==> src/rtl/fetch_stage_if.sv <==
// Bundle of the instruction-memory request/response channels and the
// decode-side handshake around the fetch stage.
interface fetch_stage_if;
    logic        imemReqValid;
    logic        imemReqReady;
    logic [31:0] imemReqAddr;
    logic        imemRespValid;
    logic [31:0] imemRespData;
    logic        stall;
    logic        redirect;
    logic [31:0] redirectPc;
    logic        idValid;
    logic [31:0] idInstruction;
    logic [31:0] idPc;

    modport master (
        output imemReqValid, imemReqAddr, idValid, idInstruction, idPc,
        input  imemReqReady, imemRespValid, imemRespData, stall, redirect, redirectPc
    );

    modport slave (
        input  imemReqValid, imemReqAddr, idValid, idInstruction, idPc,
        output imemReqReady, imemRespValid, imemRespData, stall, redirect, redirectPc
    );
endinterface

==> src/rtl/fetch_stage.sv <==
// Instruction fetch stage: owns the PC, issues in-order imem requests under a
// credit limit, buffers {pc, instruction} for decode and squashes on redirect.
module fetch_stage #(
    parameter logic [31:0] RESET_PC        = 32'h0000_0000,
    parameter int          QUEUE_DEPTH     = 2,
    parameter logic [31:0] NOP_INSTRUCTION = 32'h0000_0013
) (
    input  logic          clk,
    input  logic          reset,
    fetch_stage_if.master bus
);
    localparam int PTR_W = (QUEUE_DEPTH > 1) ? $clog2(QUEUE_DEPTH) : 1;
    localparam int CNT_W = PTR_W + 1;
    localparam logic [CNT_W-1:0] DEPTH_C = CNT_W'(QUEUE_DEPTH);

    logic [31:0]      fetch_pc_q, fetch_pc_d;
    logic [31:0]      last_pc_q, last_pc_d;
    logic [CNT_W-1:0] out_cnt_q, out_cnt_d;
    logic [CNT_W-1:0] drop_cnt_q, drop_cnt_d;
    logic [CNT_W-1:0] fifo_cnt_q, fifo_cnt_d;
    logic [PTR_W-1:0] fifo_rd_q, fifo_rd_d, fifo_wr_q, fifo_wr_d;
    logic [PTR_W-1:0] tag_rd_q, tag_rd_d, tag_wr_q, tag_wr_d;

    logic [31:0] fifo_pc_q    [QUEUE_DEPTH];
    logic [31:0] fifo_instr_q [QUEUE_DEPTH];
    logic [31:0] tag_q        [QUEUE_DEPTH];

    logic        req_valid, accept, pop, resp, keep, fifo_nonempty;
    logic [CNT_W-1:0] credit_used;
    logic [31:0] redirect_pc_aligned;

    assign redirect_pc_aligned = bus.redirectPc & ~32'h3;
    assign credit_used   = out_cnt_q + fifo_cnt_q;
    assign fifo_nonempty = (fifo_cnt_q != '0);
    assign req_valid     = !reset && !bus.redirect && (credit_used < DEPTH_C);
    assign accept        = req_valid && bus.imemReqReady;
    assign pop           = fifo_nonempty && !bus.stall && !bus.redirect;
    assign resp          = bus.imemRespValid;
    // Responses landing during a redirect belong to the squashed stream.
    assign keep          = resp && (drop_cnt_q == '0) && !bus.redirect;

    assign bus.imemReqValid  = req_valid;
    assign bus.imemReqAddr   = fetch_pc_q;
    assign bus.idValid       = fifo_nonempty;
    assign bus.idInstruction = fifo_nonempty ? fifo_instr_q[fifo_rd_q] : NOP_INSTRUCTION;
    assign bus.idPc          = fifo_nonempty ? fifo_pc_q[fifo_rd_q] : last_pc_q;

    always_comb begin
        fetch_pc_d = fetch_pc_q;
        last_pc_d  = last_pc_q;
        out_cnt_d  = out_cnt_q + CNT_W'(accept) - CNT_W'(resp);
        drop_cnt_d = drop_cnt_q;
        fifo_cnt_d = fifo_cnt_q + CNT_W'(keep) - CNT_W'(pop);
        fifo_rd_d  = fifo_rd_q + PTR_W'(pop);
        fifo_wr_d  = fifo_wr_q + PTR_W'(keep);
        tag_wr_d   = tag_wr_q + PTR_W'(accept);
        tag_rd_d   = tag_rd_q + PTR_W'(resp);

        if (accept) fetch_pc_d = fetch_pc_q + 32'd4;
        if (pop)    last_pc_d  = fifo_pc_q[fifo_rd_q];

        if (bus.redirect) begin
            // Every request still in flight after this edge must be discarded.
            drop_cnt_d = out_cnt_d;
            fifo_cnt_d = '0;
            fifo_rd_d  = fifo_wr_q;
            fetch_pc_d = redirect_pc_aligned;
        end else if (resp && drop_cnt_q != '0) begin
            drop_cnt_d = drop_cnt_q - 1'b1;
        end
    end

    always_ff @(posedge clk or posedge reset) begin
        if (reset) begin
            fetch_pc_q <= RESET_PC;
            last_pc_q  <= RESET_PC;
            out_cnt_q  <= '0;
            drop_cnt_q <= '0;
            fifo_cnt_q <= '0;
            fifo_rd_q  <= '0;
            fifo_wr_q  <= '0;
            tag_rd_q   <= '0;
            tag_wr_q   <= '0;
        end else begin
            fetch_pc_q <= fetch_pc_d;
            last_pc_q  <= last_pc_d;
            out_cnt_q  <= out_cnt_d;
            drop_cnt_q <= drop_cnt_d;
            fifo_cnt_q <= fifo_cnt_d;
            fifo_rd_q  <= fifo_rd_d;
            fifo_wr_q  <= fifo_wr_d;
            tag_rd_q   <= tag_rd_d;
            tag_wr_q   <= tag_wr_d;
        end
    end

    // Storage entries carry no reset; occupancy is tracked by the counters.
    generate
        for (genvar gi = 0; gi < QUEUE_DEPTH; gi++) begin : g_entry
            always_ff @(posedge clk) begin
                if (accept && tag_wr_q == PTR_W'(gi)) begin
                    tag_q[gi] <= fetch_pc_q;
                end
                if (keep && fifo_wr_q == PTR_W'(gi)) begin
                    fifo_pc_q[gi]    <= tag_q[tag_rd_q];
                    fifo_instr_q[gi] <= bus.imemRespData;
                end
            end
        end
    endgenerate
endmodule

==> src/flat_wrapper.sv <==
// flat-port wrapper written by rule: the top's interface ports become plain ports
module fetch_stage_flat 
#(
    parameter logic [31:0] RESET_PC        = 32'h0000_0000,
    parameter int          QUEUE_DEPTH     = 2,
    parameter logic [31:0] NOP_INSTRUCTION = 32'h0000_0013
)
  (clk, reset, bus_imemReqValid, bus_imemReqAddr, bus_idValid, bus_idInstruction, bus_idPc, bus_imemReqReady, bus_imemRespValid, bus_imemRespData, bus_stall, bus_redirect, bus_redirectPc);
  fetch_stage_if bus_i ();
  input  logic clk;
  input  logic reset;
  output wire logic [$bits(bus_i.imemReqValid)-1:0] bus_imemReqValid;
  output wire logic [$bits(bus_i.imemReqAddr)-1:0] bus_imemReqAddr;
  output wire logic [$bits(bus_i.idValid)-1:0] bus_idValid;
  output wire logic [$bits(bus_i.idInstruction)-1:0] bus_idInstruction;
  output wire logic [$bits(bus_i.idPc)-1:0] bus_idPc;
  input wire logic [$bits(bus_i.imemReqReady)-1:0] bus_imemReqReady;
  input wire logic [$bits(bus_i.imemRespValid)-1:0] bus_imemRespValid;
  input wire logic [$bits(bus_i.imemRespData)-1:0] bus_imemRespData;
  input wire logic [$bits(bus_i.stall)-1:0] bus_stall;
  input wire logic [$bits(bus_i.redirect)-1:0] bus_redirect;
  input wire logic [$bits(bus_i.redirectPc)-1:0] bus_redirectPc;
  assign bus_imemReqValid = bus_i.imemReqValid;
  assign bus_imemReqAddr = bus_i.imemReqAddr;
  assign bus_idValid = bus_i.idValid;
  assign bus_idInstruction = bus_i.idInstruction;
  assign bus_idPc = bus_i.idPc;
  assign bus_i.imemReqReady = bus_imemReqReady;
  assign bus_i.imemRespValid = bus_imemRespValid;
  assign bus_i.imemRespData = bus_imemRespData;
  assign bus_i.stall = bus_stall;
  assign bus_i.redirect = bus_redirect;
  assign bus_i.redirectPc = bus_redirectPc;
  fetch_stage #(.RESET_PC(RESET_PC), .QUEUE_DEPTH(QUEUE_DEPTH), .NOP_INSTRUCTION(NOP_INSTRUCTION)) u_core (.clk(clk), .reset(reset), .bus(bus_i));
endmodule
==> config.mk <==
export PLATFORM = sky130hd
export DESIGN_NAME = fetch_stage_flat
export DESIGN_NICKNAME = d
export VERILOG_FILES = /design/src/rtl/fetch_stage_if.sv /design/src/rtl/fetch_stage.sv /design/src/flat_wrapper.sv
export SDC_FILE = /design/constraint.sdc
export NUM_CORES = 1
export LEC_CHECK = 0
export BUFFER_PORTS_ARGS = -buffer_cell sky130_fd_sc_hd__buf_2
export CORE_UTILIZATION = 45
export DETAILED_ROUTE_END_ITERATION = 10
export GPL_TIMING_DRIVEN = 0
export PLACE_DENSITY = 0.66
export REMOVE_ABC_BUFFERS = 1
export SLEW_MARGIN = 25
export SYNTH_ARGS = -nofsm -noshare
export SYNTH_HDL_FRONTEND = slang
export SYNTH_SLANG_ARGS = --single-unit
==> constraint.sdc <==
create_clock -name clk -period 3.05 [get_ports clk]
set_input_delay 0.305 -clock clk [delete_from_list [all_inputs] [get_ports clk]]
set_output_delay 0.305 -clock clk [all_outputs]
set_load 0.02 [all_outputs]
Word level (Yosys, flattened, before mapping):

Memory sizes are Yosys's and may differ from the RTL's.
Index checks and enable logic that the tools add are counted.

* $lt $le $gt $ge: 1
* add/sub/neg operators: 11
* bitwise logic cells: 2
* multiplexer cells: 25
* reduce and logical (&&, ||, !) cells: 23

Operators by type and width (number)
* $mux 32: 7
* $reduce_or 32->1: 3
* $add 32x3->32 const B: 1
* $mux 1: 15
* $logic_and 1x1->1: 12
* $reduce_bool 2->1: 4
* $mux 2: 3
* $add 1x1->1: 4
* $add 2x1->2: 2
* $sub 2x1->2: 2
* $logic_not 1->1: 3
* $add 2x2->2: 1
* $logic_not 2->1: 1
* $lt 2x2->1 const B: 1
* $not 1->1: 2
* $sub 2x1->2 const B: 1

* memories: 3
* bits of input ports: 70
* bits in writable memories: 192
* logic and storage cells: 74
* register bits after elaboration: 74
* output and inout port bits: 98

Memories
* u_core.fifo_instr_q: depth 2, width 32, rd ports 1, clocked after Yosys merged registers in 0, wr ports 1, RTL line fetch_stage.sv:25 `logic [31:0] fifo_instr_q [QUEUE_DEPTH];`
* u_core.fifo_pc_q: depth 2, width 32, rd ports 1, clocked after Yosys merged registers in 0, wr ports 1, RTL line fetch_stage.sv:24 `logic [31:0] fifo_pc_q [QUEUE_DEPTH];`
* u_core.tag_q: depth 2, width 32, rd ports 1, clocked after Yosys merged registers in 0, wr ports 1, RTL line fetch_stage.sv:26 `logic [31:0] tag_q [QUEUE_DEPTH];`

Depth between registers and ports, before layout:

Gate-level depths: netlist of run 1.

* word-level depth: 9
* depth in mapped cells: 10
* depth with buffers taken out: 9

Worst setup path after synthesis of run 1:

Ideal clock, no wire load.

* path type: input -> register
* start: input port bus_redirect
* end: memory u_core.fifo_instr_q[0][0] (enable)
* data arrival time: 2.339 ns
* data required time: 2.623 ns
* buffers on the path: 1
* stages: 4
* library setup time: 0.427 ns
* path slack: 0.284 ns
* path through: clkbuf_1 -> inv_1 -> and3_1 -> ha_1

* word-level cells in the longest chain between the ends: 7
* elaborated cells on any way between the ends: 11
* classes of those cells: 6 x mux; 5 x reduce/logical

RTL lines
* start, declared: RTL line flat_wrapper.sv:21 `input wire logic [$bits(bus_i.redirect)-1:0] bus_redirect;`
* $logic_not 1->1 (*): RTL line fetch_stage.sv:40 `assign keep = resp && (drop_cnt_q == '0) && !bus.redirect;`
* $logic_and 1x1->1 (*): RTL line fetch_stage.sv:40
* $logic_and 1x1->1: RTL line fetch_stage.sv:104 `if (keep && fifo_wr_q == PTR_W'(gi)) begin`
* $mux 1: RTL line fetch_stage.sv:104
* $mux 1 (implied by the code): RTL line fetch_stage.sv:106 `fifo_instr_q[gi] <= bus.imemRespData;`
* $reduce_or 32->1 (no line)
* $mux 1 (no line)
* end, declared: RTL line fetch_stage.sv:25

Every way passes the cells marked *; elsewhere a longest branch is shown, timed or not.

Final worst setup path of run 1:

* start: input port reset
* end: memory u_core.tag_q[0][31] (enable)

* word-level cells in the longest chain between the ends: 9
* elaborated cells on any way between the ends: 13
* classes of those cells: 6 x mux; 7 x reduce/logical

RTL lines
* start, declared: RTL line flat_wrapper.sv:11 `input logic reset;`
* $logic_not 1->1 (*): RTL line fetch_stage.sv:35 `assign req_valid = !reset && !bus.redirect && (credit_used < DEPTH_C);`
* $logic_and 1x1->1 (*) (2 in series): RTL line fetch_stage.sv:35
* $logic_and 1x1->1 (*): RTL line fetch_stage.sv:36 `assign accept = req_valid && bus.imemReqReady;`
* $logic_and 1x1->1: RTL line fetch_stage.sv:101 `if (accept && tag_wr_q == PTR_W'(gi)) begin`
* $mux 1: RTL line fetch_stage.sv:101
* $mux 1 (implied by the code): RTL line fetch_stage.sv:102 `tag_q[gi] <= fetch_pc_q;`
* $reduce_or 32->1 (no line)
* $mux 1 (no line)
* end, declared: RTL line fetch_stage.sv:26

Marked as above.

==> impl_results.md, run 1 <==
* Status: completed
* First-pass GRT wire length at 34,300 µm
* Placed inst area at 11,700 µm²
* Critical R2R Capture: u_core.tag_q[0][31]$_DFFE_PP_
* Max clock buf depth at 3
* Initial antenna violation count at 1
* Leakage at 5.17 nW
* Synthesized flop and latch total at 254
* Pins Over Slew Limit at 0
* Worst Max-Slew Pin Slew at 775 ps
* CTS tree: yes
* Wire per inst at 17.6 µm
* Max FO, Critical Path at 21
* Crit share post-route at 95.7%
* DP HPWL at 14,000 µm
* Post-Synth XOR/XNOR Area at 2.17%
* Initial core utilization at 45.9%
* Layout Nets at 1,049
* Syn Inst Count at 759
* DRC viols at 0
* Max cap viols at 0
* GP Congestion at 0.794
* R2R depth at 5
* # H-tree levels at 1
* Max transition margin at 48.2%
* Crit path kind: input pin to register
* CTS resizes at 0
* Core footprint at 22,700 µm²
* First DRT Iteration DRCs at 356
* Type of origin of the critical path: input pin
* Minimum clock period at 2920 ps
* Die Ht at 154 µm
* Hold Path Depth at 2
* Compound-Gate Fraction of Synth Area at 6.74%
* Max frequency at 342 MHz
* Area grow syn2layout at 25.0%
* Worst reg2reg startpoint: u_core.fifo_cnt_q[1]$_DFF_PP0_
* Die width at 154 µm
* Final wirelength at 22,400 µm
* Unrepaired setup endpoints after global routing: false
* Std-Cell Rows at 55
* Commonest cells after routing, fill and taps aside: edfxtp_1 (184), buf_2 (160), nor2_1 (74)
* Final hold violations at 0
* Adder-Cell Fraction of Synth Area at 1.20%
* DIE AREA at 23,800 µm²
* Clk sinks at 254
* DR pass1 iterations at 4
* WHS at 16.3 ps
* CTS Buf Count at 26
* I/O Buffers at 161
* Worst Clk Skew at 18.8 ps
* Leading cell type in the layout, fill and taps excluded: edfxtp_1
* Hold path endpoint: u_core.tag_rd_q$_DFF_PP0_
* Vias in the first global route at 6,438
* Maximum vdd drop at 0.000353 V
* Total gr overflow at 0
* Synth Cell Area at 10,400 µm²
* Syn. warnings at 0
* Mux cell area share after synthesis at 9.29%
* Post-synth EDFFs at 184
* Avg Inst Size Synth at 13.7 µm²
* Post-synthesis cell type count at 44
* GR Util All Layers at 18.6%
* Worst-path clk slew at 60 ps
* Reg2reg setup slack at 220 ps
* Vias per Instance at 5.22
* Io pins at 168
* Setup crit end kind: register
* Share of layout cells above drive strength 1 at 25.4%
* Post-synthesis sequential area ratio at 69.8%
* Worst min path class: input pin to register
* Arr. time, crit path at 3140 ps
* Largest net degree at the start of global routing at 65
* Power Density at 836 nW/µm²
* Simple-Gate Fraction of Synth Area at 8.44%
* Fin area at 13,000 µm²
* Asr flop ratio synth at 27.6%
* CP required at 3270 ps
* Root buffer cell: clkbuf_16
* Antenna Nets Post-Route at 0
* Total power at 10.9 mW
* Hold Startpoint: bus_imemRespValid
* # setup viols final at 0
* Latest clock arrival within the worst-skew pair at 530 ps
* Most used DFF post-synth: edfxtp_1
* Vias at 6,652
* Main combinational cell family by area after synthesis: multiplexers
## through the flow
| step | std cells | TNS (ps) | worst slack, ps | util, % |
|---|---|---|---|---|
| 5_1_grt | 1275 | 0 | 20.5 | 57.4 |
| 2_1_floorplan | 721 | -3320 | -542 | - |
| 4_1_cts | 1272 | 0 | 24.1 | 57.3 |
| 3_5_place_dp | 1176 | -170 | -170 | 51.6 |
| 6_report | 1275 | 0 | 130 | 57.4 |
| 3_3_place_gp | 1167 | -361390 | -2160 | 50.3 |
## power by group
group / leakage [nW] / internal, mW / switching, mW
sequential: 2.52 / 4.31 / 0.385
clock: 0.396 / 1.77 / 1.24
combinational: 2.25 / 1.25 / 1.94
## worst max-delay path by stage
stage,slack (ps),depth (start not counted),to,startpoint
after detailed placement,-170,10,u_core.fifo_cnt_q[1]$_DFF_PP0_,bus_redirect
after global placement,-2160,9,u_core.fifo_cnt_q[1]$_DFF_PP0_,u_core.fifo_cnt_q[1]$_DFF_PP0_
after CTS,20,7,u_core.tag_q[0][31]$_DFFE_PP_,reset
after floorplan,-540,9,u_core.fifo_cnt_q[1]$_DFF_PP0_,u_core.fifo_cnt_q[1]$_DFF_PP0_
final,130,7,u_core.tag_q[0][31]$_DFFE_PP_,reset
after global routing,20,7,u_core.tag_q[0][31]$_DFFE_PP_,reset
## cell usage after synthesis (7+ instances only)
| cell | count | area share, % |
|---|---|---|
| xnor2_1 | 22 | 1.8 |
| nand2_1 | 65 | 2.3 |
| mux2_2 | 30 | 3.2 |
| dfrtp_1 | 70 | 17 |
| edfxtp_1 | 184 | 53 |
| clkbuf_1 | 26 | 0.94 |
| nand3_1 | 15 | 0.72 |
| nor2_1 | 75 | 2.7 |
| buf_1 | 11 | 0.40 |
| or4_1 | 7 | 0.50 |
| a2111oi_0 | 8 | 0.67 |
| o21ai_0 | 52 | 2.5 |
| mux2i_1 | 63 | 6.0 |
| ha_1 | 10 | 1.2 |
| inv_1 | 19 | 0.68 |
| a21oi_1 | 36 | 1.7 |
## registers in the layout, indices dropped and copies added, names as in the netlist
signal / flops
u_core.tag_q: 60
u_core.drop_cnt_q: 2
u_core.fifo_pc_q: 60
u_core.tag_rd_q: 1
u_core.tag_wr_q: 1
u_core.fifo_cnt_q: 2
u_core.last_pc_q: 30
u_core.fifo_rd_q: 1
u_core.fifo_instr_q: 64
u_core.out_cnt_q: 2
u_core.bus.imemReqAddr: 30
u_core.fifo_wr_q: 1
## worst max-delay path, stage by stage
cell,delay [ps]
dlygate4sd3_1,530
buf_2,150
nor2b_1,320
nand3b_1,620
a21oi_1,490
ha_2,480
buf_16,230
## repair_timing
item                                    in CTS  in global routing
hold buffers                                48                  0
endpoints found under the setup margin       0                 43
endpoints found under the hold margin      107                  0
buffers inserted                             0                  2
## logic make-up (layout without fill, tap and decap cells)
logic type,after synthesis,after routing
AOI/OAI and AO/OA,120,120
other,1,5
and+or+nand+nor,195,195
muxes,93,93
xor gates and xnor gates,25,25
DFF,254,254
buffers and inverters,61,288
adders and majority gates,10,10
## layout make-up
class | count | area (µm²)
timing repair buffer | 220 | 1540
clock buffer | 44 | 800
sequential | 254 | 7280
multi-input combinational | 447 | 2960
antenna | 1 | 2.50
tap | 285 | 357
clock inverter | 4 | 20.0
fill | 1796 | 9680
inverter | 20 | 80.1
## routing by layer
layer | part of all wire, % | vias to the layer above | GRT usage (%)
met5 | 0 | - | 0
met4 | 1.1 | 0 | 4.10
met3 | 5.4 | 22 | 3.22
met2 | 49 | 200 | 32.4
met1 | 44 | 3225 | 24.5
li1 | - | 3205 | -
Note: power is estimated with default switching activity, not from simulation.
==> inputs of run 2 (changes only) <==
Settings changed: CTS_BUF_LIST from default to sky130_fd_sc_hd__clkbuf_16.
==> impl_results.md, run 2 (same netlist as run 1, synthesis figures left out) <==
* Status: completed (unchanged)
* CP bufs+invs at 3 (unchanged)
* Area grow syn2layout at 24.4% (was 25.0%)
* First DRT Iteration DRCs at 331 (was 356)
* Max frequency at 345 MHz (was 342 MHz)
* Worst min path class: input pin to register (unchanged)
* Final core utilization at 57.1% (was 57.4%)
* Setup crit end kind: register (unchanged)
* Vias at 6,631 (was 6,652)
* Worst-path clk slew at 50 ps (was 60 ps)
* DRC viols at 0 (unchanged)
* # H-tree levels at 1 (unchanged)
* R2R depth at 5 (unchanged)
* Type of origin of the critical path: input pin (unchanged)
* Largest net degree at the start of global routing at 65 (unchanged)
* Vias per Instance at 5.20 (was 5.22)
* Crit path kind: input pin to register (unchanged)
* Unrepaired setup endpoints after global routing: false (unchanged)
* Root buffer cell: clkbuf_16 (unchanged)
* Vias in the first global route at 6,394 (was 6,438)
* Initial core utilization at 45.9% (unchanged)
* Worst slack, placed at -170 ps (unchanged)
* Max stage delay on crit path at 590 ps (was 620 ps)
* GR Util All Layers at 18.6% (about the same)
* Max clock buf depth at 3 (unchanged)
* Commonest cells after routing, fill and taps aside: edfxtp_1 (184), buf_2 (160), nor2_1 (74) (unchanged)
* Std-Cell Rows at 55 (unchanged)
* CTS Buf Count at 26 (unchanged)
* Total gr overflow at 0 (unchanged)
* # setup viols final at 0 (unchanged)
* DIE AREA at 23,800 µm² (unchanged)
* Final wirelength at 22,400 µm (about the same)
* Antenna Nets Post-Route at 0 (unchanged)
* Hold Path Depth at 3 (was 2)
* DR pass1 iterations at 5 (was 4)
* Fin area at 13,000 µm² (about the same)
* Top Registers: u_core.fifo_instr_q (64), u_core.fifo_pc_q (60), u_core.tag_q (60) (unchanged)
* Pins Over Slew Limit at 0 (unchanged)
* Max stage delay cell, worst path: nand3b_1 (unchanged)
* Crit share post-route at 95.0% (was 95.7%)
* Share of layout cells above drive strength 1 at 24.8% (was 25.4%)
* Leakage at 5.18 nW (was 5.17 nW)
* Final hold violations at 0 (unchanged)
* Max FO, Critical Path at 21 (unchanged)
* GP Congestion at 0.794 (unchanged)
* Total power at 10.7 mW (was 10.9 mW)
* Max transition margin at 50.2% (was 48.2%)
* Arr. time, crit path at 3110 ps (was 3140 ps)
* Critical path cell sequence: dlygate4sd3_1 -> buf_2 -> nor2b_1 -> nand3b_1 -> a21oi_1 -> ha_2 -> buf_16 (unchanged)
* Initial antenna violation count at 1 (unchanged)
* Wire per inst at 17.5 µm (was 17.6 µm)
* Core footprint at 22,700 µm² (unchanged)
* Leading cell type in the layout, fill and taps excluded: edfxtp_1 (unchanged)
* Latest clock arrival within the worst-skew pair at 530 ps (about the same)
* Crit-path leading delay family: buffers and inverters (was simple AND/OR/NAND/NOR gates)
* WP depth at 7 (unchanged)
* Max cap viols at 0 (unchanged)
* Layout Nets at 1,049 (unchanged)
* Power Density at 825 nW/µm² (was 836 nW/µm²)
* CP required at 3270 ps (about the same)
* Worst Max-Slew Pin Slew at 740 ps (was 775 ps)
* Minimum clock period at 2900 ps (was 2920 ps)
* Placed inst area at 11,700 µm² (unchanged)
* I/O Buffers at 161 (unchanged)
* Max reg flops at 64 (unchanged)
* DP HPWL at 14,000 µm (unchanged)
* CTS tree: yes (unchanged)
* WHS at 18.2 ps (was 16.3 ps)
* Die width at 154 µm (unchanged)
* First-pass GRT wire length at 34,300 µm (about the same)
* Worst Clk Skew at 17.5 ps (was 18.8 ps)
* Io pins at 168 (unchanged)
* Clk sinks at 254 (unchanged)
* Die Ht at 154 µm (unchanged)
* Largest Register: u_core.fifo_instr_q (unchanged)
* Final setup margin at 152 ps (was 130 ps)
* Maximum vdd drop at 0.000353 V (about the same)
run 2: cell type report:
class                      instances  area [µm²]
inverter                          20        80.1
multi-input combinational        447        2960
clock buffer                      27         676
sequential                       254        7280
fill                            1805        9740
tap                              285         357
antenna                            1        2.50
clock inverter                    21        83.8
timing repair buffer             220        1540
run 2: power breakdown:
| group | switching (mW) | internal, mW | total (mW) |
|---|---|---|---|
| sequential | 0.385 | 4.31 | 4.69 |
| clock | 1.23 | 1.58 | 2.82 |
| combinational | 1.94 | 1.25 | 3.19 |
| total | 3.56 | 7.14 | 10.7 |
run 2: worst paths after layout:
check	startpoint	end	slack, ps
min reg2reg	u_core.last_pc_q[25]$_DFFE_PP0P_	u_core.last_pc_q[25]$_DFFE_PP0P_	480
min in group asynchronous	reset	u_core.bus.imemReqAddr[13]$_DFFE_PP0P_	360
max in group asynchronous	reset	u_core.last_pc_q[28]$_DFFE_PP0P_	2100
min	bus_redirectPc[2]	u_core.bus.imemReqAddr[2]$_DFFE_PP0P_	20
max	reset	u_core.tag_q[0][31]$_DFFE_PP_	150
max reg2reg	u_core.fifo_cnt_q[1]$_DFF_PP0_	u_core.tag_q[0][31]$_DFFE_PP_	230
run 2: worst register-to-register path: cells and delay by family, from the launching register on:
kind                     cells  cell delay (ps)
AND/OR/NAND/NOR              1              620
XOR/XNOR                     1              190
AO/OA/AOI/OAI                1              490
adder cells (fa/ha/maj)      1              490
flip-flops                   1              460
buffers and inverters        1              230
run 2: metal layers:
metal	vias up	GRT usage, %	wire (µm)
met1	3217	24.5	9840
met2	194	32.5	11000
met3	19	3.22	1300
li1	3201	-	-
met4	0	3.81	213
met5	-	0	0
run 2: metrics by stage:
step	cells	TNS, ps
floorplan	721	-3320
global placement	1167	-361390
detailed placement	1176	-170
CTS	1272	0
global route	1275	0
finish	1275	0
run 2: timing repair:
action | in CTS | in global routing
hold buffers | 48 | 0
setup endpoints to repair | 0 | 43
hold endpoints to repair | 107 | 0
buffers inserted | 0 | 2
gates resized for setup | 0 | 0
==> inputs of run 3 (changes only) <==
Settings changed: CORE_MARGIN from default to 2, CORE_UTILIZATION 45 to 41, PLACE_DENSITY 0.66 to default, REMOVE_ABC_BUFFERS 1 to default.
==> impl_results.md, run 3 (same netlist as run 1, synthesis figures left out) <==
* Max reg flops at 64 (unchanged)
* I/O Buffers at 160 (was 161)
* # setup viols final at 0 (unchanged)
* Max transition margin at 46.4% (was 50.2%)
* Root buffer cell: clkbuf_16 (unchanged)
* First DRT Iteration DRCs at 366 (was 331)
* Largest Register: u_core.fifo_instr_q (unchanged)
* Commonest cells after routing, fill and taps aside: edfxtp_1 (184), buf_2 (160), nor2_1 (75) (was edfxtp_1 (184), buf_2 (160), nor2_1 (74))
* Sw Pwr at 3.66 mW (was 3.56 mW)
* CP required at 2740 ps (was 3270 ps)
* Leakage at 5.21 nW (was 5.18 nW)
* Unrepaired setup endpoints after global routing: false (unchanged)
* CP bufs+invs at 3 (unchanged)
* Io pins at 168 (unchanged)
* Crit share post-route at 92.8% (was 95.0%)
* Minimum clock period at 2830 ps (was 2900 ps)
* Max cap viols at 0 (unchanged)
* Final wirelength at 22,400 µm (about the same)
* Wire per inst at 16.6 µm (was 17.5 µm)
* Combinational fraction of design power at 30.8% (was 29.8%)
* P_int at 7.29 mW (was 7.14 mW)
* Type of origin of the critical path: register (was input pin)
* Share of layout cells above drive strength 1 at 24.4% (was 24.8%)
* Initial core utilization at 41.5% (was 45.9%)
* Vias per Instance at 4.96 (was 5.20)
* Worst Max-Slew Pin Slew at 797 ps (was 740 ps)
* Clk sinks at 254 (unchanged)
* GR Util All Layers at 16.8% (was 18.6%)
* Worst Clk Skew at 15.4 ps (was 17.5 ps)
* Clock power share at 27.5% (was 26.3%)
* Largest net degree at the start of global routing at 47 (was 65)
* Max frequency at 353 MHz (was 345 MHz)
* # H-tree levels at 1 (unchanged)
* DR pass1 iterations at 5 (unchanged)
* Die width at 163 µm (was 154 µm)
* CTS tree: yes (unchanged)
* Max stage delay on crit path at 550 ps (was 590 ps)
* Maximum vdd drop at 0.000365 V (was 0.000353 V)
* Latest clock arrival within the worst-skew pair at 520 ps (was 530 ps)
* Area grow syn2layout at 25.7% (was 24.4%)
* Arr. time, crit path at 2520 ps (was 3110 ps)
* Max stage delay cell, worst path: clkdlybuf4s15_2 (was nand3b_1)
* Std-Cell Rows at 58 (was 55)
* Diodes inserted at 0 (was 1)
* Final hold violations at 0 (unchanged)
* Share of power burned in registers at 41.7% (was 43.9%)
* Critical path cell sequence: clkbuf_1 -> clkdlybuf4s15_2 -> mux2i_1 -> a21oi_1 -> buf_2 (was dlygate4sd3_1 -> buf_2 -> nor2b_1 -> nand3b_1 -> a21oi_1 -> ha_2 -> buf_16)
* Core footprint at 25,100 µm² (was 22,700 µm²)
* Worst slack, placed at 367 ps (was -170 ps)
* Post-CTS Setup Bufs at 0 (unchanged)
* Max FO, Critical Path at 10 (was 21)
* Crit path kind: register to primary output (was input pin to register)
* Status: completed (unchanged)
* CTS Buf Count at 27 (was 26)
* Die Ht at 163 µm (was 154 µm)
* Vias at 6,715 (was 6,631)
* Switching power share of the total at 33.4% (was 33.3%)
* First-pass GRT wire length at 35,000 µm (was 34,300 µm)
* Leading cell type in the layout, fill and taps excluded: edfxtp_1 (unchanged)
* Final setup margin at 221 ps (was 152 ps)
* Fin area at 13,100 µm² (was 13,000 µm²)
* Pins Over Slew Limit at 0 (unchanged)
* DRC viols at 0 (unchanged)
* Vias in the first global route at 6,561 (was 6,394)
* WHS at 1.45 ps (was 18.2 ps)
* Worst min path class: input pin to register (unchanged)
* Antenna Nets Post-Route at 0 (unchanged)
* Power Density at 835 nW/µm² (was 825 nW/µm²)
* Placed inst area at 11,800 µm² (was 11,700 µm²)
* Worst-path clk slew at 60 ps (was 50 ps)
* GP Congestion at 0.807 (was 0.794)
* Max clock buf depth at 3 (unchanged)
* Initial antenna violation count at 0 (was 1)
* Layout Nets at 1,084 (was 1,049)
* Top Registers: u_core.fifo_instr_q (64), u_core.fifo_pc_q (60), u_core.tag_q (60) (unchanged)
* Setup crit end kind: primary output (was register)
* Total gr overflow at 0 (unchanged)
* DIE AREA at 26,700 µm² (was 23,800 µm²)
* DP HPWL at 15,200 µm (was 14,000 µm)
* Crit-path leading delay family: buffers and inverters (unchanged)
run 3: worst reg2reg max path: cells and delay by family (launching register included):
kind            cells  cell delay, ps
flops               1             480
simple gates        3             990
compound gates      2             940
fa+ha+maj           1             210
run 3: what timing repair did:
item                       in CTS  in global routing
resized for setup               4                  3
pin swaps                       0                  0
setup endpoints to repair      16                 18
hold endpoints to repair      103                  0
hold buffers                   48                  0
run 3: stage by stage:
step	power, mW	TNS, ps	utilization (%)	std cells
3_5_place_dp	7.99	0	47.0	1257
5_1_grt	11.6	0	52.2	1353
3_3_place_gp	7.91	-141530	46.4	1252
6_report	10.9	0	52.2	1353
2_1_floorplan	6.81	0	-	762
4_1_cts	11.1	0	52.2	1353
run 3: per-layer routing:
metal  up-vias  wire [µm]  track usage [%]
met5         -          0                0
met4         0        486             4.67
met3        34       1240             2.49
met2       199      10400             28.2
met1      3210      10300             22.8
li1       3272          -                -
run 3: worst paths after layout:
path | startpoint | endpoint | slack [ps] | cells past startpoint
max in group asynchronous | reset | u_core.last_pc_q[22]$_DFFE_PP0P_ | 2110 | 4
min in group asynchronous | reset | u_core.bus.imemReqAddr[12]$_DFFE_PP0P_ | 370 | 3
setup reg to reg | u_core.bus.imemReqAddr[2]$_DFFE_PP0P_ | u_core.bus.imemReqAddr[26]$_DFFE_PP0P_ | 310 | 6
hold reg to reg | u_core.last_pc_q[14]$_DFFE_PP0P_ | u_core.last_pc_q[14]$_DFFE_PP0P_ | 480 | 2
hold / removal | bus_redirectPc[8] | u_core.bus.imemReqAddr[8]$_DFFE_PP0P_ | 1 | 3
setup / recovery | u_core.fifo_rd_q$_DFF_PP0_ | bus_idPc[9] | 220 | 5
run 3: cell type report:
class,count,area (µm²)
fillers,2230,12000
inverters,20,77.6
multi-input cells,447,2950
clock inverters,21,144
repair buffers,213,1390
well taps,330,413
clock buffers,27,676
flip-flops and latches,254,7280
plain buffers,41,186
run 3: power groups by stage:
stage / logic (mW) / clock network (mW) / registers [mW]
5_1_grt: 3.69 / 3.24 / 4.63
6_report: 3.37 / 3.01 / 4.57
4_1_cts: 3.42 / 3.09 / 4.57
2_1_floorplan: 2.19 / 0 / 4.62
3_3_place_gp: 3.27 / 0 / 4.63
3_5_place_dp: 3.35 / 0 / 4.64
